### src/rtl/ifetch_queue.sv
// Instruction fetch stage: owns the fetch PC, issues single-outstanding memory
// requests and buffers returned words in a small prefetch queue feeding decode.
module ifetch_queue #(
  parameter logic [31:0] RESET_PC = 32'h0000_0000,
  parameter int          DEPTH    = 4
) (
  input  logic                     clk,
  input  logic                     rst_n,
  output logic                     mem_req,
  output logic [31:0]              mem_addr,
  input  logic                     mem_ack,
  input  logic [31:0]              mem_rdata,
  input  logic                     stall,
  input  logic                     redirect,
  input  logic [31:0]              redirect_pc,
  output logic [31:0]              ir,
  output logic                     ir_valid,
  output logic [31:0]              ir_pc,
  output logic [$clog2(DEPTH):0]   q_count
);

  localparam int                AW       = $clog2(DEPTH);
  localparam int                CW       = AW + 1;
  localparam logic [31:0]       START_PC = RESET_PC & ~32'h3;
  localparam logic [CW-1:0]     FULL     = CW'(DEPTH);

  logic [31:0]   fpc;
  logic [31:0]   pend_addr;
  logic          pend;
  logic          drop;
  logic [AW-1:0] head;
  logic [AW-1:0] tail;
  logic [CW-1:0] count;
  logic [31:0]   q_data [DEPTH];
  logic [31:0]   q_pc   [DEPTH];
  logic [31:0]   redirect_target;
  logic          push;
  logic          pop;
  logic          issue_wait;

  // A pending request keeps its original address on the bus even after a
  // redirect has moved fpc, so the address is latched when it first waits.
  assign mem_req         = rst_n & ((count < FULL) | pend);
  assign mem_addr        = pend ? pend_addr : fpc;
  assign issue_wait      = mem_req & ~mem_ack;
  assign push            = mem_req & mem_ack & ~drop & ~redirect;
  assign pop             = ~redirect & ~stall & (count != '0);
  assign redirect_target = redirect_pc & ~32'h3;
  assign q_count         = count;

  always_ff @(posedge clk or negedge rst_n) begin
    if (!rst_n) begin
      fpc       <= START_PC;
      pend_addr <= START_PC;
      pend      <= 1'b0;
      drop      <= 1'b0;
      head      <= '0;
      tail      <= '0;
      count     <= '0;
    end else begin
      pend <= issue_wait;
      if (issue_wait && !pend)
        pend_addr <= mem_addr;
      if (redirect) begin
        fpc   <= redirect_target;
        drop  <= issue_wait;
        head  <= '0;
        tail  <= '0;
        count <= '0;
      end else begin
        if (drop && mem_ack)
          drop <= 1'b0;
        if (push) begin
          fpc  <= fpc + 32'd4;
          tail <= tail + AW'(1);
        end
        if (pop)
          head <= head + AW'(1);
        case ({push, pop})
          2'b10:   count <= count + CW'(1);
          2'b01:   count <= count - CW'(1);
          default: count <= count;
        endcase
      end
    end
  end

  always_ff @(posedge clk) begin
    if (push) begin
      q_data[tail] <= mem_rdata;
      q_pc[tail]   <= mem_addr;
    end
  end

  // Decode output: redirect flushes regardless of stall; an empty queue
  // presents the all-zero bubble.
  always_ff @(posedge clk or negedge rst_n) begin
    if (!rst_n) begin
      ir       <= 32'h0;
      ir_pc    <= 32'h0;
      ir_valid <= 1'b0;
    end else if (redirect) begin
      ir       <= 32'h0;
      ir_pc    <= 32'h0;
      ir_valid <= 1'b0;
    end else if (!stall) begin
      if (count != '0) begin
        ir       <= q_data[head];
        ir_pc    <= q_pc[head];
        ir_valid <= 1'b1;
      end else begin
        ir       <= 32'h0;
        ir_pc    <= 32'h0;
        ir_valid <= 1'b0;
      end
    end
  end

endmodule

### config.mk
export PLATFORM = sky130hd
export DESIGN_NAME = ifetch_queue
export DESIGN_NICKNAME = d
export VERILOG_FILES = /design/src/rtl/ifetch_queue.sv
export SDC_FILE = /design/constraint.sdc
export NUM_CORES = 1
export LEC_CHECK = 0
export ABC_CLOCK_PERIOD_IN_PS = 4200
export CAP_MARGIN = 20
export CORE_AREA = 2 2 266 137
export CTS_BUF_LIST = sky130_fd_sc_hd__clkbuf_4 sky130_fd_sc_hd__clkbuf_8
export DETAILED_ROUTE_END_ITERATION = 8
export DIE_AREA = 0 0 268 139
export PLACE_DENSITY = 0.65
export SLEW_MARGIN = 20
export SYNTH_ARGS = -nofsm -noshare
export SYNTH_HDL_FRONTEND = slang
export SYNTH_SLANG_ARGS = --single-unit
### constraint.sdc
create_clock -name clk -period 4.2 [get_ports clk]
set_input_delay 1.05 -clock clk [delete_from_list [all_inputs] [get_ports clk]]
set_output_delay 1.05 -clock clk [all_outputs]
set_load 0.005 [all_outputs]
==> impl_metrics.env <==
export IMPL_antenna_found_initial=0
export IMPL_end_kind="output port"
export IMPL_synth_net_count=970
export IMPL_syn_cell_area_mm2=0.0155
export IMPL_rsz0062_at_grt="false"
export IMPL_worst_setup_path_start_kind="flop"
export IMPL_post_cts_buffers=0
export IMPL_ir_worst_vdd_mv=0.267
export IMPL_antenna_left=0
export IMPL_worstMarginPinSlew_ps=977
export IMPL_drive_gt1_frac=0.225
export IMPL_grt_pass1_wl_um=56400
export IMPL_pwr_density_cell_mw_per_mm2=466
export IMPL_die_w_um=268
export IMPL_synthFlopType="edfxtp_1"
export IMPL_portBuffers=167
export IMPL_htreeDepth=2
export IMPL_drcViolationCount=0
export IMPL_reg2reg_depth=4
export IMPL_path_buf_inv=2
export IMPL_cts_hold_buf=0
export IMPL_ys_seq_area_frac=0.714
export IMPL_hp_class="input port to async pin"
export IMPL_start_util=0.442
export IMPL_outcome="finished, final reports clean"
export IMPL_netlist_instances=895
export IMPL_cts_buffer_depth=3
export IMPL_period_needed_ps=3790
export IMPL_hold_violations=0
export IMPL_crit_family="flip-flops"
export IMPL_synth_cell_type_count=51
export IMPL_via_per_inst=5.50
export IMPL_clk_pin_slew_worst_paths_ps=70
export IMPL_ios=170
export IMPL_post_route_util=0.542
export IMPL_setup_viol=0
export IMPL_cts_tree="yes"
export IMPL_final_nets=1159
export IMPL_grt_pass1_vias=9182
export IMPL_cp_arrival_ps=2740
export IMPL_track_usage=0.201
export IMPL_leakage_nw=6.74
export IMPL_die_h_um=139
export IMPL_clock_latency_ps=590
export IMPL_wl_per_cell_um=22.5
export IMPL_cp_cell_sequence="buf_4 > mux2_2 > clkdlybuf4s50_1"
export IMPL_grt_overflow=0
export IMPL_n_antenna_cell=0
export IMPL_period_share=0.902
export IMPL_crit_cells=3
export IMPL_clockRootBuffer="clkbuf_8"
export IMPL_slew_violations=0
export IMPL_synth_area_per_cell_um2=17.3
export IMPL_worstSetupPathType="flop to output port"
export IMPL_first_pass_iters=5
export IMPL_critPathRequiredTime_ps=3150
export IMPL_grt_max_degree=69
export IMPL_cts_buffers=55
export IMPL_max_freq_ghz=0.264
export IMPL_place_gp_congestion=0.817
export IMPL_die_area_mm2=0.0373
export IMPL_max_stage_delay_ps=880
export IMPL_async_reset_ff_frac=0.347
export IMPL_areaGrowthSynthToFinish_pct=22.7
export IMPL_fin_hold_ws_ps=241
export IMPL_post_cts_resized=0
export IMPL_slowest_stage="dfrtp_1"
export IMPL_slew_headroom=0.349
export IMPL_synth_warnings=0
export IMPL_drt_iter0_drc=921
export IMPL_synth_edf_count=256
export IMPL_finalClockSkew_ps=17.0
export IMPL_critPathMaxFanout=23
export IMPL_setup_tns_ps=0
export IMPL_maxCapViolCount=0
export IMPL_drt_wl_total_um=36400
export IMPL_clock_sink_count=392
export IMPL_core_area_mm2=0.0351
export IMPL_rows=49
export IMPL_hpwl_um=21300
export IMPL_ys_seq_elements=392
export IMPL_dr_total_vias=8880
export IMPL_n_fill_cell=2835
-- final timing paths --
| kind | start | slack, ps | to |
|---|---|---|---|
| min in group clk | pend_addr[1] | 500 | pend_addr[1] |
| worst min-delay path | rst_n | 240 | drop |
| worst max-delay path | pend | 410 | mem_addr[8] |
| worst max register to register | pend | 1220 | fpc[17] |
| worst min register to register | pend_addr[1] | 500 | pend_addr[1] |
| max in group asynchronous | rst_n | 2740 | head[0] |
-- placed cells by master, fill, tap and decap left out, types with 3 or more instances in the layout --
| master | Yosys | final |
|---|---|---|
| ha_1 | 5 | 5 |
| mux4_2 | 64 | 64 |
| a22o_1 | 64 | 64 |
| and3_1 | 9 | 5 |
| clkbuf_8 | 0 | 67 |
| and2_1 | 5 | 5 |
| and3_4 | 0 | 4 |
| clkdlybuf4s50_1 | 0 | 165 |
| clkinv_1 | 0 | 6 |
| nand2_1 | 31 | 31 |
| o21ai_0 | 22 | 22 |
| clkinv_2 | 0 | 5 |
| buf_4 | 0 | 16 |
| nor3_2 | 1 | 3 |
| o31ai_1 | 17 | 17 |
| buf_12 | 0 | 5 |
| edfxtp_1 | 256 | 256 |
| nor2b_1 | 12 | 12 |
| xnor2_1 | 4 | 4 |
| dfrtp_1 | 136 | 134 |
| a31oi_1 | 13 | 13 |
| mux2i_1 | 3 | 3 |
| a22oi_1 | 3 | 3 |
| clkbuf_4 | 0 | 23 |
| or4_1 | 9 | 9 |
| nand4_1 | 18 | 18 |
| or3_1 | 3 | 3 |
| a21oi_1 | 7 | 7 |
| nor3_1 | 10 | 8 |
| inv_1 | 13 | 13 |
| nand3_1 | 19 | 19 |
| mux2_2 | 53 | 53 |
| nor4_1 | 5 | 5 |
| xor2_1 | 5 | 5 |
| nor2_1 | 23 | 22 |
-- logic make-up after synthesis --
group / after synthesis / share of synthesized area
DFF: 392 / 0.714
adders and majority gates: 6 / 0.00532
muxes: 121 / 0.134
and+or+nand+nor: 162 / 0.0581
buffers and inverters: 70 / 0.0177
AOI/OAI and AO/OA: 135 / 0.0654
xor gates and xnor gates: 9 / 0.00508
-- state kept, by name, indices dropped and copies added, names as in the netlist --
name and count:
ir_valid 1, pend_addr 32, drop 1, q_data 128
ir 32, q_pc 128, q_count 3, pend 1
fpc 30, ir_pc 32, tail 2, head 2
-- final cells by class --
| cell class | count | area [um^2] | area share |
|---|---|---|---|
| Sequential cell | 392 | 11100 | 0.583 |
| Tap cell | 484 | 606 | 0.0318 |
| Timing Repair Buffer | 189 | 1890 | 0.0994 |
| Inverter | 13 | 48.8 | 0.00256 |
| Clock buffer | 90 | 1090 | 0.0575 |
| Clock inverter | 13 | 108 | 0.00565 |
| Multi-Input combinational cell | 433 | 4200 | 0.220 |
-- worst reg2reg max path, cell delays in order (launching register included) --
cell and delay [ps]:
dfrtp_1 880, nand2b_1 410, nand3_1 590, or4_2 820, a31oi_1 190
-- power by group --
group / switching [W] / internal [W] / leakage, nW / total [W]
registers: 0.000185 / 0.00439 / 4.06 / 0.00457
clock network: 0.00144 / 0.00177 / 0.645 / 0.00321
logic: 0.000498 / 0.000595 / 2.04 / 0.00109
-- Yosys cell counts, types with 3 or more instances --
| cell | number | share of area |
|---|---|---|
| a21oi_1 | 7 | 0.0023 |
| a22o_1 | 64 | 0.036 |
| a22oi_1 | 3 | 0.0015 |
| a31oi_1 | 13 | 0.0052 |
| and2_1 | 5 | 0.0020 |
| and3_1 | 9 | 0.0036 |
| buf_1 | 8 | 0.0019 |
| buf_2 | 10 | 0.0032 |
| clkbuf_1 | 39 | 0.0094 |
| dfrtp_1 | 136 | 0.22 |
| edfxtp_1 | 256 | 0.50 |
| ha_1 | 5 | 0.0040 |
| inv_1 | 13 | 0.0031 |
| mux2_2 | 53 | 0.038 |
| mux2i_1 | 3 | 0.0019 |
| mux4_2 | 64 | 0.093 |
| nand2_1 | 31 | 0.0075 |
| nand3_1 | 19 | 0.0061 |
| nand4_1 | 18 | 0.0073 |
| nor2_1 | 23 | 0.0056 |
| nor2b_1 | 12 | 0.0048 |
| nor3_1 | 10 | 0.0032 |
| nor4_1 | 5 | 0.0020 |
| o21ai_0 | 22 | 0.0071 |
| o31ai_1 | 17 | 0.0082 |
| or3_1 | 3 | 0.0012 |
| or4_1 | 9 | 0.0044 |
| xnor2_1 | 4 | 0.0023 |
| xor2_1 | 5 | 0.0028 |
-- stage by stage --
| step | instance area, um^2 | setup slack [ps] | std cells | power [W] |
|---|---|---|---|---|
| after floorplan | 15500 | 5.73 | 895 | 0.00520 |
| after global placement | 17800 | 748 | 1510 | 0.00573 |
| after detailed placement | 17800 | 659 | 1510 | 0.00576 |
| after CTS | 19000 | 330 | 1613 | 0.00900 |
| after global routing | 19000 | 206 | 1614 | 0.00928 |
| final | 19000 | 410 | 1614 | 0.00887 |
-- layer usage --
| metal | global-route usage | routed length (um) | share of wire |
|---|---|---|---|
| met3 | 0.0415 | 1970 | 0.054 |
| met2 | 0.305 | 16600 | 0.46 |
| met1 | 0.298 | 17100 | 0.47 |
| met5 | 0 | 0 | 0 |
| met4 | 0.0520 | 720 | 0.020 |
Power figures use the tool's default switching activity.
